[config.mk]
export PLATFORM = sky130hd
export DESIGN_NAME = mem_access
export DESIGN_NICKNAME = d
export VERILOG_FILES = /design/src/rtl/mem_access.sv
export SDC_FILE = /design/constraint.sdc
export NUM_CORES = 1
export LEC_CHECK = 0
export CAP_MARGIN = 10
export CORE_ASPECT_RATIO = 1.4
export CORE_MARGIN = 5
export CORE_UTILIZATION = 48
export DETAILED_ROUTE_END_ITERATION = 10
export GPL_TIMING_DRIVEN = 0
export PLACE_DENSITY_LB_ADDON = 0.12
export SYNTH_ARGS = -nofsm -noshare
export SYNTH_HDL_FRONTEND = slang
export SYNTH_SLANG_ARGS = --single-unit
[constraint.sdc]
create_clock -name clk -period 3.62 [get_ports clk]
set_input_delay 0.543 -clock clk [delete_from_list [all_inputs] [get_ports clk]]
set_output_delay 0.543 -clock clk [all_outputs]
set_load 0.03 [all_outputs]
[src/rtl/mem_access.sv]
// MEM stage: one load/store per request over a req/ack memory port, then result to MEM/WB.
// Latency >= 3 cycles (request, BUSY until ack, DONE); holds the pipeline via stall_req, DONE persists while stall[4].
module mem_access (
  input  logic        clk,
  input  logic        rst,
  input  logic        ex_w_enable,
  input  logic [4:0]  ex_w_addr,
  input  logic [31:0] ex_w_data,
  input  logic [31:0] ex_store_data,
  input  logic [3:0]  ex_mem_op,
  input  logic [5:0]  stall,
  output logic        stall_req,
  output logic        mem_req,
  output logic        mem_we,
  output logic [31:0] mem_addr,
  output logic [31:0] mem_wdata,
  output logic [3:0]  mem_wmask,
  input  logic [31:0] mem_rdata,
  input  logic        mem_ack,
  output logic        me_w_enable,
  output logic [4:0]  me_w_addr,
  output logic [31:0] me_w_data,
  output logic        me_misalign
);

  localparam logic [3:0] OP_LB  = 4'b0001;
  localparam logic [3:0] OP_LH  = 4'b0010;
  localparam logic [3:0] OP_LW  = 4'b0011;
  localparam logic [3:0] OP_LBU = 4'b0100;
  localparam logic [3:0] OP_LHU = 4'b0101;
  localparam logic [3:0] OP_SB  = 4'b1001;
  localparam logic [3:0] OP_SH  = 4'b1010;
  localparam logic [3:0] OP_SW  = 4'b1011;

  typedef enum logic [1:0] {IDLE, BUSY, DONE} state_t;

  state_t      state_q, state_d;
  logic [3:0]  op_q;
  logic [1:0]  lane_q;
  logic [4:0]  rd_q;
  logic        wen_q;
  logic [31:0] result_q;
  logic        mem_req_q, mem_we_q, misalign_q;
  logic [31:0] mem_addr_q, mem_wdata_q;
  logic [3:0]  mem_wmask_q;

  logic        ex_is_load, ex_is_store, ex_is_mem, ex_misalign, q_is_load;
  logic [3:0]  st_mask;
  logic [31:0] st_data, ld_val;
  logic [7:0]  ld_byte;
  logic [15:0] ld_half;
  logic        unused_stall;

  assign unused_stall = ^{stall[5], stall[3:0]};

  always_comb begin
    ex_is_load  = 1'b0;
    ex_is_store = 1'b0;
    ex_misalign = 1'b0;
    st_mask     = 4'b0000;
    st_data     = 32'd0;
    case (ex_mem_op)
      OP_LB, OP_LBU: ex_is_load = 1'b1;
      OP_LH, OP_LHU: begin ex_is_load = 1'b1; ex_misalign = ex_w_data[0]; end
      OP_LW:         begin ex_is_load = 1'b1; ex_misalign = |ex_w_data[1:0]; end
      OP_SB: begin
        ex_is_store = 1'b1;
        st_mask     = 4'b0001 << ex_w_data[1:0];
        st_data     = {4{ex_store_data[7:0]}};
      end
      OP_SH: begin
        ex_is_store = 1'b1;
        ex_misalign = ex_w_data[0];
        st_mask     = ex_w_data[1] ? 4'b1100 : 4'b0011;
        st_data     = {2{ex_store_data[15:0]}};
      end
      OP_SW: begin
        ex_is_store = 1'b1;
        ex_misalign = |ex_w_data[1:0];
        st_mask     = 4'b1111;
        st_data     = ex_store_data;
      end
      default: ;
    endcase
    ex_is_mem = ex_is_load | ex_is_store;
  end

  // Lane selection uses the latched low address bits; misaligned halves/words fall back to the aligned lane.
  always_comb begin
    ld_byte = mem_rdata[8*lane_q +: 8];
    ld_half = lane_q[1] ? mem_rdata[31:16] : mem_rdata[15:0];
    case (op_q)
      OP_LB:   ld_val = {{24{ld_byte[7]}}, ld_byte};
      OP_LBU:  ld_val = {24'd0, ld_byte};
      OP_LH:   ld_val = {{16{ld_half[15]}}, ld_half};
      OP_LHU:  ld_val = {16'd0, ld_half};
      OP_LW:   ld_val = mem_rdata;
      default: ld_val = 32'd0;
    endcase
    q_is_load = (op_q == OP_LB) || (op_q == OP_LH) || (op_q == OP_LW) ||
                (op_q == OP_LBU) || (op_q == OP_LHU);
  end

  always_ff @(posedge clk) begin
    if (rst) state_q <= IDLE;
    else     state_q <= state_d;
  end

  always_comb begin
    state_d     = state_q;
    stall_req   = 1'b0;
    me_w_enable = 1'b0;
    me_w_addr   = 5'd0;
    me_w_data   = 32'd0;
    case (state_q)
      IDLE: begin
        if (ex_is_mem) begin
          stall_req = 1'b1;
          state_d   = BUSY;
        end else begin
          me_w_enable = ex_w_enable;
          me_w_addr   = ex_w_addr;
          me_w_data   = ex_w_data;
        end
      end
      BUSY: begin
        stall_req = 1'b1;
        if (mem_ack) state_d = DONE;
      end
      DONE: begin
        if (q_is_load) begin
          me_w_enable = wen_q;
          me_w_addr   = rd_q;
          me_w_data   = result_q;
        end
        if (!stall[4]) state_d = IDLE;
      end
      default: state_d = IDLE;
    endcase
    if (rst) begin
      stall_req   = 1'b0;
      me_w_enable = 1'b0;
      me_w_addr   = 5'd0;
      me_w_data   = 32'd0;
    end
  end

  always_ff @(posedge clk) begin
    if (rst) begin
      op_q        <= 4'd0;
      lane_q      <= 2'd0;
      rd_q        <= 5'd0;
      wen_q       <= 1'b0;
      result_q    <= 32'd0;
      mem_req_q   <= 1'b0;
      mem_we_q    <= 1'b0;
      mem_addr_q  <= 32'd0;
      mem_wdata_q <= 32'd0;
      mem_wmask_q <= 4'd0;
      misalign_q  <= 1'b0;
    end else begin
      misalign_q <= 1'b0;
      if (state_q == IDLE && ex_is_mem) begin
        op_q        <= ex_mem_op;
        lane_q      <= ex_w_data[1:0];
        rd_q        <= ex_w_addr;
        wen_q       <= ex_w_enable;
        mem_req_q   <= 1'b1;
        mem_we_q    <= ex_is_store;
        mem_addr_q  <= {ex_w_data[31:2], 2'b00};
        mem_wmask_q <= st_mask;
        mem_wdata_q <= st_data;
        misalign_q  <= ex_misalign;
      end else if (state_q == BUSY && mem_ack) begin
        mem_req_q   <= 1'b0;
        mem_we_q    <= 1'b0;
        mem_wmask_q <= 4'd0;
        result_q    <= ld_val;
      end
    end
  end

  assign mem_req     = mem_req_q;
  assign mem_we      = mem_we_q;
  assign mem_addr    = mem_addr_q;
  assign mem_wdata   = mem_wdata_q;
  assign mem_wmask   = mem_wmask_q;
  assign me_misalign = misalign_q;

endmodule
After elaboration in Yosys (flattened, before gate mapping). Cells that the tools add are included.

Logic and storage cells: 82. Output and inout port bits: 110. Register bits after elaboration: 115. Input bits: 115.

Bitwise operators: 2. Shift operators: 2. Reductions and logical operators: 16. Equality and inequality tests: 18. Muxes and demuxes: 32.

Operators by type and width (number): 32-bit case mux with 5 select lines (1); 32-bit 2-to-1 mux (3); 32-bit case mux with 3 select lines (1); 32-bit case mux with 2 select lines (1); 32-bit by 6-bit indexed part select with 8-bit output (1); 4-bit by 2-bit equality test with 1-bit output (second input constant) (4); 4-bit by 3-bit equality test with 1-bit output (second input constant) (4); 16-bit 2-to-1 mux (1); 5-bit 2-to-1 mux (3); 4-bit equality test (second input constant) (3); 4-bit 2-to-1 mux (3); 4-bit case mux with 3 select lines (1); 1-bit 2-to-1 mux (10); 5-bit case mux with 2 select lines (1); 4-bit by 1-bit equality test with 1-bit output (second input constant) (2); 2-bit 2-to-1 mux (3); 2-bit != test (second input constant) (3); 1-bit case mux with 2 select lines (3); 2-bit case mux with 3 select lines (1); 2-bit OR reduction (3); 3-bit OR reduction (2); 5-bit OR reduction (1); 1-bit logical OR (4); 1-bit by 2-bit left shift with 4-bit output (first input constant) (1); 9 further kinds (10).

Logic depth before layout (Yosys ltp). Gate-level depths: netlist of run 1.

Word-level depth: 8. Mapped depth: 8. Gate-level depth less buffers: 4.

Worst setup path after synthesis of run 1. Ideal clock, no wire load.

Path type: input to output. Start: input port ex_mem_op[1]. End: output port me_w_addr[0]. Buffers on the path: 3. Data required time: 3.077 ns. Stages: 7. Arrival time: 2.099 ns. Path slack: 0.978 ns. Cell sequence: clkbuf_1 or3_1 a21boi_1 buf_2 buf_4 a22oi_1 nor2_1.

Word-level cells in the longest chain between the ends: 7. Elaborated cells between the ends (all ways): 16. Those cells by class: 8 x eq/ne; 5 x mux; 1 x bitwise; 2 x reduce/logical.

RTL lines: start: declaration (line 10) `input logic [3:0] ex_mem_op,`; 4-bit by 2-bit equality test with 1-bit output (tied with other cells) (line 62) `case (ex_mem_op)`; 5-bit OR reduction (no source line) / 3-bit OR reduction (equally long branches); 1-bit 2-to-1 mux (line 62); 1-bit OR * (line 85) `ex_is_mem = ex_is_load | ex_is_store;`; 5-bit 2-to-1 mux * (line 117) `if (ex_is_mem) begin`; 5-bit case mux with 2 select lines * (line 115) `case (state_q)`; 5-bit 2-to-1 mux * (line 140) `if (rst) begin`; end: declaration (line 21) `output logic [4:0] me_w_addr,`.

Every way passes the cells marked *; elsewhere a longest branch is shown, timed or not.

Final worst setup path of run 1.
Start: input port ex_mem_op[0]. End: output port me_w_data[31].

Word-level cells in the longest chain between the ends: 7. Elaborated cells between the ends (all ways): 16. Those cells by class: 8 x eq/ne; 5 x mux; 1 x bitwise; 2 x reduce/logical.

RTL lines: 4-bit by 2-bit equality test with 1-bit output (tied with other cells) (line 62); 5-bit OR reduction (no source line) / 3-bit OR reduction (equally long branches); 1-bit 2-to-1 mux (line 62); 1-bit OR * (line 85); 32-bit 2-to-1 mux * (line 117); 32-bit case mux with 2 select lines * (line 115); 32-bit 2-to-1 mux * (line 140); end: declaration (line 22) `output logic [31:0] me_w_data,`.

Marked as above.

==> flow_summary.json, run 1 <==
{
  "relSlewSlack_pct": 55.6,
  "wl_per_cell_um": 18.3,
  "rows": 47,
  "leakage_nw": 3.49,
  "synth-edff-count": 0,
  "yosysTopAreaCell": "dfxtp_1",
  "die_h_um": 140,
  "num_vias": 6369,
  "clockRootBuffer": "clkbuf_16",
  "ios": 225,
  "hold_path.startpoint": "mem_addr[10]",
  "numCtsBuffers": 17,
  "path_max_fanout": 10,
  "ys_types": 52,
  "clockBufferDepth": 2,
  "critPathLaunch": "ex_mem_op[0]",
  "drv_cap": 0,
  "ant_nets": 0,
  "cellPowerDensity_mw_per_mm2": 436,
  "synth_area_mm2": 0.00578,
  "via_per_inst": 5.64,
  "synth_ff_type": "dfxtp_1",
  "fin_worst_skew_ps": 5.28,
  "worst_pin_slew_ps": 664,
  "yosys_warnings": 0,
  "critical_path_required_ps": 3080,
  "synth_area_leaders": "dfxtp_1, nand2_1, a21oi_1",
  "drtIter0Drc": 305,
  "cts_tree": "done",
  "arrival_ps": 3040,
  "fillers": 974,
  "dr.pass1.iters": 5,
  "hpwl_um": 15900,
  "coreArea_mm2": 0.0118,
  "holdWs_ps": 450,
  "grt_use_total_pct": 28.0,
  "setup_viol": 0,
  "ys_seq_elements": 115,
  "diodes": 0,
  "htreeDepth": 4,
  "synth-seq-area-share_pct": 39.8,
  "worstSetupPathType": "in2out",
  "end_kind": "output pin",
  "cp-start-kind": "input pin",
  "place_congestion": 0.970,
  "reg2reg_from": "state_q[0]",
  "final_area_mm2": 0.00868,
  "final_util_pct": 73.4,
  "antenna_found_initial": 0,
  "overflow": 0,
  "synth_top_area_share_pct": 39.8,
  "initial_core_util_pct": 48.9,
  "syn_area_per_cell_um2": 7.86,
  "grt_pass1_vias": 6088,
  "syn_inst": 736,
  "clk_latency_ps": 420,
  "period_share_pct": 99.1,
  "grt_pass1_wl_um": 31400,
  "wl_um": 20700,
  "hold_buffers": 0,
  "ir_drop_mv": 0.305,
  "async_reset_ff_share_pct": 0,
  "drc": 0,
  "clk_pin_slew_ps": 50,
  "multi_input_area_mm2": 0.00312,
  "finalHoldViolCount": 0,
  "synth_common_cells": "nand2_1, dfxtp_1, a21oi_1",
  "post-place-ws_ps": -259,
  "die_area_mm2": 0.0144,
  "ff_latch_area_mm2": 0.00230,
  "cts.sinks": 115,
  "nNetsFinal": 1085,
  "maxSlewViolCount": 0,
  "fmax_mhz": 279,
  "grt_max_degree": 17,
  "synth_most_common_cell": "nand2_1",
  "setup_ws_ps": 33.8,
  "die_w_um": 103,
  "grt_setup_unrepaired": "false",
  "postPlaceCellArea_mm2": 0.00812,
  "drive_gt1_share_pct": 8.85,
  "syn_to_final_growth_pct": 50.0,
  "fin_crit_ps": 3590,
  "numPortBuffers": 215,
  "hold_class": "reg2reg",
  "status": "completed"
}
==> per-stage QoR <==
stage	instances	setup TNS [ps]	power, mW
final	1130	0	3.78
after global routing	1130	0	3.92
after CTS	1130	0	3.79
after detailed placement	1099	-4570	2.26
after global placement	1099	-4790	2.25
after floorplan	737	0	1.88
==> critical path, cell delays in order <==
cell	delay, ps
clkdlybuf4s50_1	570
or3_1	490
a21boi_1	270
buf_4	250
a22oi_1	110
nor2_1	90
clkdlybuf4s50_1	710
==> report_power, final <==
part           switching [mW]  internal (mW)
clock network           0.611          0.937
registers              0.0376           1.33
logic                   0.502          0.362
total                    1.15           2.63
==> registers in the layout (all words and copies together), names as in the netlist <==
name / cells
mem_wdata: 32
result_q: 32
mem_addr: 30
rd_q: 5
mem_wmask: 4
op_q: 4
lane_q: 2
state_q: 2
me_misalign: 1
mem_req: 1
mem_we: 1
wen_q: 1
==> area by class of cell <==
class,count,share of cell area (%)
clock inverter,13,1.31
multi-input combinational,545,36.0
sequential,115,26.5
buffer,72,3.97
timing repair buffer,215,24.9
tap,147,2.12
inverter,4,0.173
clock buffer,19,4.99
==> layer usage <==
layer / vias to the layer above / global-route usage, % / share of wire [%]
met1: 2954 / 30.8 / 37
li1: 3087 / - / -
met3: 42 / 9.26 / 9.5
met4: 0 / 9.62 / 2.8
met2: 286 / 49.6 / 51
met5: - / 0 / 0
==> logic make-up after synthesis <==
kind of cell,after synthesis,synth area share (%)
mux,32,6.08
flops,115,39.8
xor+xnor,1,0.151
simple gates,282,21.0
compound gates,228,26.7
other cells,1,0.0648
buf+inv,77,6.23
==> final timing paths <==
check	endpoint	depth (start not counted)	slack (ps)
hold reg to reg	mem_addr[10]	2	450
hold / removal	mem_addr[10]	2	450
setup / recovery	me_w_data[31]	7	30
setup reg to reg	result_q[12]	5	1440
==> layout by cell type (no fill, tap or decap), types with 17 or more instances in the layout <==
master,n
a22o_1,24
nor2_1,53
a22oi_1,38
a21oi_1,102
dfxtp_1,115
dlygate4sd2_1,20
clkbuf_16,17
nand2_1,163
nand3_1,34
clkbuf_1,38
buf_2,23
clkdlybuf4s50_1,182
==> what timing repair did <==
| item | 4_1_cts | 5_1_grt |
|---|---|---|
| buffers inserted | 0 | 0 |
| endpoints found under the setup margin | 26 | 13 |
| resized for setup | 21 | 13 |
No activity file was read; power rests on OpenSTA's default activity.
==> inputs of run 2 (changes only) <==
- CORE_UTILIZATION: 48 -> 44
- clock period: 3.62 -> 3.4 ns (I/O delays scaled with it)
==> flow_summary.json, run 2 (synthesis results as in run 1) <==
{
  "wl_per_cell_um": 18.8,
  "final_util_pct": 66.9,
  "finalHoldViolCount": 0,
  "clockRootBuffer": "clkbuf_16",
  "final_cell_mix": "clkdlybuf4s50_1, nand2_1, dfxtp_1",
  "setup_viol": 0,
  "cpPeakStageDelay_ps": 560,
  "cellPowerDensity_mw_per_mm2": 488,
  "drv_cap": 0,
  "via_per_inst": 5.55,
  "relSlewSlack_pct": 58.3,
  "critical_path_required_ps": 2890,
  "reg2reg_from": "state_q[0]",
  "clockBufferDepth": 2,
  "r2r_cells": 5,
  "worstHoldPathCells": 3,
  "clk_latency_ps": 410,
  "drc": 0,
  "die_w_um": 107,
  "worstHoldEndpoint": "lane_q[1]",
  "coreArea_mm2": 0.0129,
  "overflow": 0,
  "leakage_nw": 3.31,
  "htreeDepth": 4,
  "multi_input_area_mm2": 0.00312,
  "fmax_mhz": 308,
  "cts_tree": "done",
  "end_kind": "output pin",
  "ios": 225,
  "power.switching_mw": 1.24,
  "cts_setup_buffers": 0,
  "final_area_mm2": 0.00861,
  "numPortBuffers": 215,
  "cts.sinks": 115,
  "initial_core_util_pct": 44.9,
  "grt_setup_unrepaired": "false",
  "cp-start-kind": "input pin",
  "status": "completed",
  "antenna_found_initial": 0,
  "seq_power_share_pct": 34.7,
  "clock_power_share_pct": 43.6,
  "r2r_slack_ps": 1280,
  "post-place-ws_ps": -431,
  "worst_pin_slew_ps": 623,
  "drtIter0Drc": 348,
  "wl_um": 21300,
  "slowest_stage": "clkdlybuf4s50_1",
  "numCtsBuffers": 17,
  "period_share_pct": 95.4,
  "hpwl_um": 16300,
  "combinationalPowerShare_pct": 21.7,
  "hold_buffers": 0,
  "ff_latch_area_mm2": 0.00230,
  "hold_path.startpoint": "ex_w_data[1]",
  "diodes": 0,
  "internal-power_mw": 2.96,
  "reg2reg_to": "result_q[15]",
  "ir_drop_mv": 0.290,
  "path_max_fanout": 10,
  "hold_class": "in2reg",
  "switching_share_pct": 29.5,
  "grt_pass1_wl_um": 33100,
  "setup_ws_ps": 155,
  "num_vias": 6303,
  "nNetsFinal": 1085,
  "dr.pass1.iters": 5,
  "arrival_ps": 2740,
  "postPlaceCellArea_mm2": 0.00813,
  "place_congestion": 0.959,
  "die_area_mm2": 0.0156,
  "fin_worst_skew_ps": 6.57,
  "maxSlewViolCount": 0,
  "rows": 49,
  "cp_cell_sequence": "clkdlybuf4s50_1 > or3_1 > a21boi_1 > buf_2 > a22oi_1 > nor2_1 > dlygate4sd2_1",
  "fillers": 1152,
  "final_common_cell": "clkdlybuf4s50_1",
  "grt_use_total_pct": 26.9,
  "clk_pin_slew_ps": 50,
  "syn_to_final_growth_pct": 48.9,
  "grt_pass1_vias": 6204,
  "grt_max_degree": 17,
  "fin_crit_ps": 3250,
  "die_h_um": 146,
  "drive_gt1_share_pct": 11.1,
  "ant_nets": 0,
  "worstSetupPathType": "in2out"
}
[run 2: changes by cell type in the layout (fill, tap and decap cells not counted)]
cell	before	now
clkbuf_8	0	1
dlygate4sd2_1	20	18
inv_6	0	1
clkdlybuf4s50_1	182	177
clkbuf_1	38	36
clkinv_4	3	2
dlymetal6s2s_1	13	0
clkinvlp_4	5	3
clkbuf_2	0	21
bufinv_16	1	3
[run 2: worst max path at each step]
stage | startpoint | end | slack (ps) | cells past startpoint
floorplan | ex_mem_op[1] | me_w_addr[0] | 820 | 7
global placement | rst | me_w_data[23] | -410 | 7
detailed placement | rst | me_w_addr[2] | -430 | 7
CTS | ex_mem_op[0] | me_w_addr[2] | 40 | 8
global route | ex_mem_op[0] | me_w_data[7] | 30 | 7
finish | ex_mem_op[0] | me_w_data[6] | 150 | 7
[run 2: power by group through the flow]
stage,Clock (mW),Sequential (mW),Combinational [mW]
final,1.83,1.46,0.913
after global routing,1.93,1.46,0.978
after CTS,1.85,1.46,0.915
after detailed placement,0,1.48,0.923
after global placement,0,1.48,0.918
after floorplan,0,1.56,0.436
[run 2: critical path: cells and delay by family]
| family | cells | cell delay (ps) |
|---|---|---|
| buffers and inverters | 3 | 1240 |
| AND/OR/NAND/NOR | 2 | 600 |
| AO/OA/AOI/OAI | 2 | 380 |
[run 2: cell type report]
| type | count | area share, % |
|---|---|---|
| Buffer | 72 | 4.01 |
| Clock buffer | 19 | 5.14 |
| Clock inverter | 13 | 1.85 |
| Inverter | 4 | 0.174 |
| Multi-Input combinational cell | 545 | 36.3 |
| Sequential cell | 115 | 26.7 |
| Tap cell | 153 | 2.22 |
| Timing Repair Buffer | 215 | 23.6 |
[run 2: per-layer routing]
metal / global-route usage [%] / vias up / routed length (um)
li1: - / 3105 / -
met1: 30.5 / 2851 / 8410
met2: 45.4 / 273 / 10200
met3: 7.15 / 74 / 1520
met4: 14.5 / 0 / 1170
met5: 0 / - / 0
[run 2: stage by stage]
stage	instances	total power, mW	setup TNS (ps)	hold WS [ps]
final	1136	4.20	0	441
after global routing	1136	4.37	0	466
after CTS	1137	4.22	0	430
after detailed placement	1105	2.41	-9680	446
after global placement	1105	2.40	-9220	439
after floorplan	737	2.00	0	436
[run 2: repair_timing]
item	in CTS	in global routing
endpoints found under the setup margin	38	20
hold endpoints to repair	0	0
resized for setup	40	40
==> inputs of run 3 (changes only) <==
- clock period: 3.4 -> 3.42 ns (I/O delays scaled with it)
==> flow_summary.json, run 3 (synthesis results as in run 1) <==
{
  "hold_class": "in2reg",
  "numPortBuffers": 215,
  "drtIter0Drc": 335,
  "grt_max_degree": 17,
  "grt_pass1_wl_um": 33100,
  "clockBufferDepth": 2,
  "wl_um": 21300,
  "slowest_stage": "clkdlybuf4s50_1",
  "critical_path_required_ps": 2910,
  "fin_crit_ps": 3340,
  "hold_buffers": 0,
  "critPathTopFamily": "buffers and inverters",
  "ios": 225,
  "die_w_um": 107,
  "grt_setup_unrepaired": "false",
  "clockRootBuffer": "clkbuf_16",
  "die_h_um": 146,
  "hpwl_um": 16300,
  "finalSetupTns_ps": 0,
  "cp-start-kind": "input pin",
  "syn_to_final_growth_pct": 49.0,
  "initial_core_util_pct": 44.9,
  "finalHoldViolCount": 0,
  "status": "completed",
  "fin_worst_skew_ps": 7.10,
  "relSlewSlack_pct": 58.2,
  "arrival_ps": 2830,
  "leakage_nw": 3.31,
  "final_cell_mix": "clkdlybuf4s50_1, nand2_1, dfxtp_1",
  "place_congestion": 0.959,
  "via_per_inst": 5.56,
  "use_met2_pct": 45.4,
  "grt.busiest_layer": "met2",
  "gr-usage-met1_pct": 30.5,
  "num_vias": 6317,
  "diodes": 0,
  "grt_pass1_vias": 6204,
  "worst_pin_slew_ps": 625,
  "cts_setup_buffers": 0,
  "numCtsBuffers": 17,
  "drv_cap": 0,
  "cpPeakStageDelay_ps": 560,
  "clk_latency_ps": 410,
  "power.total_mw": 4.17,
  "cp_cell_sequence": "clkdlybuf4s50_1 > or3_1 > a21boi_1 > buf_4 > buf_4 > a22oi_1 > nor2_1 > clkdlybuf4s15_1",
  "setup_ws_ps": 81.1,
  "ant_nets": 0,
  "fillers": 1152,
  "fmax_mhz": 299,
  "final_area_mm2": 0.00861,
  "coreArea_mm2": 0.0129,
  "setup_viol": 0,
  "worstSetupPathType": "in2out",
  "wl_per_cell_um": 18.7,
  "post-place-ws_ps": -417,
  "cellPowerDensity_mw_per_mm2": 485,
  "cts_tree": "done",
  "drive_gt1_share_pct": 11.0,
  "cts.sinks": 115,
  "dr.pass1.iters": 5,
  "worst-path-buf-inv": 4,
  "drc": 0,
  "postPlaceCellArea_mm2": 0.00813,
  "overflow": 0,
  "final_common_cell": "clkdlybuf4s50_1",
  "path_common_cell": "buf_4",
  "htreeDepth": 4,
  "clk_pin_slew_ps": 50,
  "ir_drop_mv": 0.286,
  "end_kind": "output pin",
  "path_max_fanout": 10,
  "grt_use_total_pct": 26.9,
  "antenna_found_initial": 0,
  "period_share_pct": 97.6,
  "maxSlewViolCount": 0,
  "rows": 49,
  "die_area_mm2": 0.0156,
  "use_met3_pct": 7.15,
  "nNetsFinal": 1085
}
-- run 3: changes by cell type in the layout (fill, tap and decap cells not counted), sizes merged --
cell,previous run,this run
clkbuf,75,74
clkdlybuf4s15,0,1
-- run 3: metal layers --
layer	vias to the layer above	part of all wire [%]
met5	-	0
met4	0	5.5
met3	74	7.0
met2	277	48
met1	2859	40
li1	3107	-
-- run 3: per-stage QoR --
| step | hold WS [ps] | cells | util, % |
|---|---|---|---|
| 6_report | 446 | 1136 | 66.9 |
| 2_1_floorplan | 436 | 737 | - |
| 4_1_cts | 433 | 1137 | 67.5 |
| 3_3_place_gp | 439 | 1105 | 63.1 |
| 3_5_place_dp | 446 | 1105 | 63.1 |
| 5_1_grt | 469 | 1136 | 66.9 |
-- run 3: cell type report --
class	instances	area [um2]	area share (%)
sequential	115	2300	26.7
clock inverter	13	159	1.84
inverter	4	15.0	0.174
tap	153	191	2.22
multi-input combinational	545	3120	36.3
buffer	72	345	4.01
clock buffer	19	443	5.14
timing repair buffer	215	2030	23.6
-- run 3: worst reg2reg max path: stages (launching register included) --
cell and delay [ps]:
dfxtp_1 420, nand2_1 140, nor2_1 510, nor2_1 320, buf_2 280, a221o_1 350
-- run 3: repair_timing --
| item | 4_1_cts | 5_1_grt |
|---|---|---|
| pin swaps | 0 | 0 |
| resized for setup | 40 | 39 |
| endpoints found under the setup margin | 38 | 20 |
-- run 3: report_power, final --
group          switching [mW]  leakage (nW)  internal, mW
Combinational           0.533          2.09         0.375
Sequential             0.0414         0.936          1.41
Clock                   0.655         0.289          1.16
-- run 3: worst paths after layout --
kind	start	end	slack (ps)	cells after the start
setup / recovery	ex_mem_op[0]	me_w_data[17]	80	8
hold / removal	ex_w_data[1]	lane_q[1]	450	3
hold reg to reg	mem_wdata[11]	mem_wdata[11]	450	2
setup reg to reg	state_q[0]	result_q[15]	1290	5
